$ cat src/rtl/logic8_bist_pkg.sv
// Shared types, constants and MISR step function for the 8-bit logic-unit
// response analyzer.
package logic8_bist_pkg;

    typedef enum logic [1:0] {
        ST_IDLE  = 2'd0,
        ST_RUN   = 2'd1,
        ST_CHECK = 2'd2,
        ST_DONE  = 2'd3
    } state_t;

    localparam logic [15:0] MISR_POLY = 16'h1021;

    // One MISR compaction step: shift left, fold the feedback polynomial in
    // when the bit shifted out is set, then inject the 8-bit result byte.
    function automatic logic [15:0] misr_next(input logic [15:0] sig,
                                              input logic [7:0]  din);
        logic [15:0] fb;
        fb = sig[15] ? MISR_POLY : 16'h0000;
        return {sig[14:0], 1'b0} ^ fb ^ {8'h00, din};
    endfunction

endpackage

$ cat src/rtl/logic8_bist_analyzer_misr16.sv
// 16-bit multiple-input signature register: loads SEED on reset or load,
// compacts one byte per enabled cycle, otherwise holds.
module misr16 #(
    parameter logic [15:0] SEED = 16'hFFFF
) (
    input  logic        clk,
    input  logic        rst,
    input  logic        load,
    input  logic        enable,
    input  logic [7:0]  din,
    output logic [15:0] sig
);
    import logic8_bist_pkg::*;

    // Signature register: seed takes priority over compaction.
    always_ff @(posedge clk or posedge rst) begin
        if (rst) begin
            sig <= SEED;
        end else if (load) begin
            sig <= SEED;
        end else if (enable) begin
            sig <= misr_next(sig, din);
        end else begin
            sig <= sig;
        end
    end

endmodule

$ cat src/rtl/logic8_bist_analyzer.sv
// Response-side BIST analyzer: compacts NUM_SAMPLES result bytes into a MISR
// signature and compares it with GOLDEN at the end of each run.
module logic8_bist_analyzer #(
    parameter int unsigned  NUM_SAMPLES = 256,
    parameter logic [15:0]  SEED        = 16'hFFFF,
    parameter logic [15:0]  GOLDEN      = 16'h0000
) (
    input  logic        clk,
    input  logic        rst,
    input  logic        start,
    input  logic [7:0]  o_in,
    input  logic        in_valid,
    output logic        in_ready,
    output logic        busy,
    output logic        done,
    output logic        pass,
    output logic [15:0] signature
);
    import logic8_bist_pkg::*;

    localparam logic [15:0] LAST_COUNT = 16'(NUM_SAMPLES);

    state_t      state_r;
    logic [15:0] count_r;
    logic        accept_s;
    logic        load_s;
    logic        last_s;

    // in_ready is a registered copy of (state == RUN), so the handshake has
    // no combinational path from in_valid back to in_ready.
    assign accept_s = in_valid && in_ready;
    assign load_s   = start && ((state_r == ST_IDLE) || (state_r == ST_DONE));
    assign last_s   = (count_r + 16'd1) == LAST_COUNT;

    misr16 #(
        .SEED (SEED)
    ) u_misr (
        .clk    (clk),
        .rst    (rst),
        .load   (load_s),
        .enable (accept_s),
        .din    (o_in),
        .sig    (signature)
    );

    // Run-control FSM with sample counter and registered status outputs.
    always_ff @(posedge clk or posedge rst) begin
        if (rst) begin
            state_r  <= ST_IDLE;
            count_r  <= 16'd0;
            in_ready <= 1'b0;
            busy     <= 1'b0;
            done     <= 1'b0;
            pass     <= 1'b0;
        end else begin
            case (state_r)
                ST_IDLE, ST_DONE: begin
                    if (start) begin
                        state_r  <= ST_RUN;
                        count_r  <= 16'd0;
                        in_ready <= 1'b1;
                        busy     <= 1'b1;
                        done     <= 1'b0;
                        pass     <= 1'b0;
                    end else begin
                        state_r  <= state_r;
                    end
                end
                ST_RUN: begin
                    if (accept_s) begin
                        count_r <= count_r + 16'd1;
                        if (last_s) begin
                            state_r  <= ST_CHECK;
                            in_ready <= 1'b0;
                        end else begin
                            state_r  <= ST_RUN;
                        end
                    end else begin
                        count_r <= count_r;
                    end
                end
                ST_CHECK: begin
                    // Signature already holds the final compaction here.
                    state_r <= ST_DONE;
                    pass    <= (signature == GOLDEN);
                    done    <= 1'b1;
                    busy    <= 1'b0;
                end
                default: begin
                    state_r  <= ST_IDLE;
                    count_r  <= 16'd0;
                    in_ready <= 1'b0;
                    busy     <= 1'b0;
                    done     <= 1'b0;
                    pass     <= 1'b0;
                end
            endcase
        end
    end

endmodule

$ cat config.mk
export PLATFORM = sky130hd
export DESIGN_NAME = logic8_bist_analyzer
export DESIGN_NICKNAME = d
export VERILOG_FILES = /design/src/rtl/logic8_bist_pkg.sv /design/src/rtl/logic8_bist_analyzer_misr16.sv /design/src/rtl/logic8_bist_analyzer.sv
export SDC_FILE = /design/constraint.sdc
export NUM_CORES = 1
export LEC_CHECK = 0
export ABC_CLOCK_PERIOD_IN_PS = 2100
export CAP_MARGIN = 20
export CELL_PAD_IN_SITES_DETAIL_PLACEMENT = 0
export CELL_PAD_IN_SITES_GLOBAL_PLACEMENT = 1
export CORE_MARGIN = 2
export CORE_UTILIZATION = 37
export CTS_CLUSTER_DIAMETER = 100
export DETAILED_ROUTE_END_ITERATION = 16
export PLACE_DENSITY = 0.82
export SYNTH_ARGS = -nofsm -noshare
export SYNTH_HDL_FRONTEND = slang
export SYNTH_SLANG_ARGS = --single-unit
$ cat constraint.sdc
create_clock -name clk -period 2.1 [get_ports clk]
set_input_delay 0.42 -clock clk [delete_from_list [all_inputs] [get_ports clk]]
set_output_delay 0.42 -clock clk [all_outputs]
set_load 0.03 [all_outputs]
==> results of run 1 <==
-- metal layers --
metal / share of wire / vias to the layer above
li1: - / 939
met1: 0.49 / 932
met2: 0.47 / 34
met3: 0.031 / 5
met4: 0.011 / 0
met5: 0 / -
-- synthesized netlist by cell type, types with 2 or more instances --
master,number,area (um2)
o21ai_0,27,135
dfrtp_1,22,551
nand2_1,22,82.6
nor2_1,19,71.3
a21oi_1,17,85.1
dfstp_2,16,420
xnor2_1,12,105
nand3_1,10,50.1
o22a_1,8,70.1
inv_1,6,22.5
nand4_1,6,37.5
clkbuf_1,5,18.8
nor4_1,5,31.3
and3_1,3,18.8
buf_4,3,22.5
clkbuf_8,3,41.3
ha_1,3,37.5
nor3_1,3,15.0
o31ai_1,3,22.5
a22o_1,2,17.5
a31oi_1,2,12.5
mux2i_1,2,20.0
nor4_2,2,25.0
o211ai_1,2,15.0
or3_1,2,12.5
-- through the flow --
step                instances  hold slack, ps
floorplan                 225             470
global placement          344             485
detailed placement        344             478
CTS                       352             437
global route              357             472
finish                    357             433
-- flip-flops by register name (all words and copies together) (netlist names) --
| name | cells |
|---|---|
| count_r | 16 |
| u_misr.sig | 16 |
| done | 1 |
| busy | 1 |
| state_r | 2 |
| in_ready | 1 |
| pass | 1 |
-- worst register-to-register path, delay by kind of cell, from the launching register on --
family	cells	cell delay [ps]
AO/OA/AOI/OAI	3	370
flip-flops	1	360
adder cells (fa/ha/maj)	1	210
AND/OR/NAND/NOR	3	560
buffers and inverters	2	350
-- worst paths after layout --
check                               startpoint            end  slack [ps]  depth (start not counted)
worst min register to register            done           done         490                          1
worst max register to register      count_r[0]       in_ready         130                          9
max in group asynchronous                  rst     count_r[4]        1130                          3
worst min-delay path                       rst     count_r[9]         430                          2
worst max-delay path            u_misr.sig[15]  signature[15]          90                          1
min in group clk                          done           done         490                          1
-- power by group --
part           switching [W]  total [W]  internal (W)
registers           0.000175    0.00115      0.000973
clock network       0.000249   0.000588      0.000339
logic               0.000745    0.00136      0.000618
-- cell families (layout without fill, tap and decap cells) --
kind of cell / count (synthesis) / after routing
compound gates: 69 / 69
xor+xnor: 13 / 13
mux: 2 / 2
simple gates: 82 / 82
fa+ha+maj: 3 / 3
buf+inv: 18 / 78
flops: 38 / 38
-- layout make-up --
cell class	count	area (um2)	share of cell area
Timing Repair Buffer	64	583	0.206
Tap cell	72	90.1	0.0319
Inverter	6	22.5	0.00797
Sequential cell	38	977	0.346
Clock buffer	8	111	0.0394
Multi-Input combinational cell	169	1040	0.368
-- timing repair --
item | in CTS | in global routing
endpoints found under the setup margin | 0 | 3
buffers inserted | 0 | 5
gates resized for setup | 0 | 6
==> impl_metrics.py, run 1 <==
metrics = {
    "job": {
        "max_cap_viol_count": 0,
    },
    "timing": {
        "tns_ps": 0,
        "setup-violations-final": 0,
        "rsz0062_at_grt": "no",
        "fmax_mhz": 497,
        "finalCritPeriodShare": 0.958,
        "setup_ws_ps": 87.6,
        "period_minus_slack_ps": 2010,
        "tightest_slew_ps": 461,
        "slew_headroom": 0.692,
        "hold_viol": 0,
        "drv_slew": 0,
        "skew_ps": 7.23,
    },
    "layout": {
        "fillers": 505,
        "drive_gt1_frac": 0.249,
        "areaGrowthSynthToFinish_pct": 33.3,
        "final_cell_mix": "clkdlybuf4s50_1 (31), buf_4 (31), o21ai_0 (27), nand2_1 (22), nor2_1 (19)",
        "nets": 299,
        "postLayoutCellArea_mm2": 0.00283,
        "fin_util": 0.513,
        "antenna_cells": 0,
    },
    "worst_hold_path": {
        "hold_class": "input port to asynchronous set/reset pin",
    },
    "power_and_ir_drop": {
        "finalPower_w": 0.00310,
        "power.leakage_nw": 1.10,
        "p_per_area_mw_per_mm2": 1100,
        "ir_drop_mv": 0.520,
    },
    "yosys": {
        "ys.flop_type": "dfrtp_1",
        "syn_inst": 225,
        "yosysUniqueCellTypes": 45,
        "yosysSeqAreaShare": 0.458,
        "synth-simple-area-share": 0.206,
        "synthMuxAreaShare": 0.00945,
        "synth.cell_area_mm2": 0.00212,
        "synth_top_family_by_area": "simple AND/OR/NAND/NOR gates",
        "syn-num-nets": 240,
        "synthArstFlopShare": 1.00,
        "yosys.area_share.xor_xnor": 0.0537,
        "postSynthAreaPerCell_um2": 9.42,
        "synth_compound_area_frac": 0.203,
        "yosys_warnings": 0,
        "synth_adder_area_share": 0.0177,
        "synth_seq_cells": 38,
        "synth-edff-count": 0,
    },
    "clock_tree": {
        "root_buffer": "clkbuf_8",
        "clk_latency_ps": 290,
        "cts_hold_buf": 0,
        "clock_sinks": 38,
        "cts_tree": "built",
        "numCtsBuffers": 5,
        "htreeDepth": 2,
        "clockBufferDepth": 2,
        "clk_pin_slew_ps": 70,
    },
    "die": {
        "rows": 27,
        "die_y_um": 79.7,
        "core-area_mm2": 0.00551,
        "start_util": 0.385,
        "die_area_mm2": 0.00635,
        "boundaryPins": 32,
        "die_x_um": 79.7,
    },
    "place": {
        "dp_slack_ps": 40.2,
        "gp_congestion": 0.909,
        "port_buffers": 31,
        "placed_cell_area_mm2": 0.00267,
        "dpl.hpwl_um": 3810,
    },
    "grt": {
        "grt_max_degree": 20,
        "grtUsageMet3": 0.0339,
        "antenna_found_initial": 0,
        "grt_pass1_wl_um": 8890,
        "grtUsageMet2": 0.271,
        "grt_pass1_vias": 1829,
        "grt.total_usage": 0.176,
        "overflow": 0,
        "met1_usage": 0.254,
        "grt_busiest_layer": "met2",
    },
    "critical_path": {
        "crit_family": "buffers and inverters",
        "crit_path_max_fanout": 6,
        "worst-path-buf-inv": 1,
        "worstSetupEndpointType": "primary output",
        "cp.required_ps": 1680,
        "critPathKind": "flop to primary output",
        "critPathArrivalTime_ps": 1590,
        "crit_path_top_delay_cell": "clkdlybuf4s50_1",
        "cp-start-kind": "flop",
        "cp_slowest_stage_delay_ps": 690,
        "cp_cell_sequence": "clkdlybuf4s50_1",
    },
    "detailed_routing": {
        "drc": 0,
        "dr.pass1.iters": 4,
        "wl_um": 5080,
        "ant_nets": 0,
        "dr_total_vias": 1910,
        "avgViaCountPerCell": 5.35,
        "wire_per_inst_um": 14.2,
        "drt_iter0_drc": 43,
    },
    "status": {
        "status": "finished, final reports clean",
    },
}
(Power assumes the default switching activity.)
==> inputs of run 2 (changes only) <==
GPL_ROUTABILITY_DRIVEN = 0   (was unset)
==> results of run 2 <==
Same layout as run 1: the final DEF is identical, and so are final timing and power.
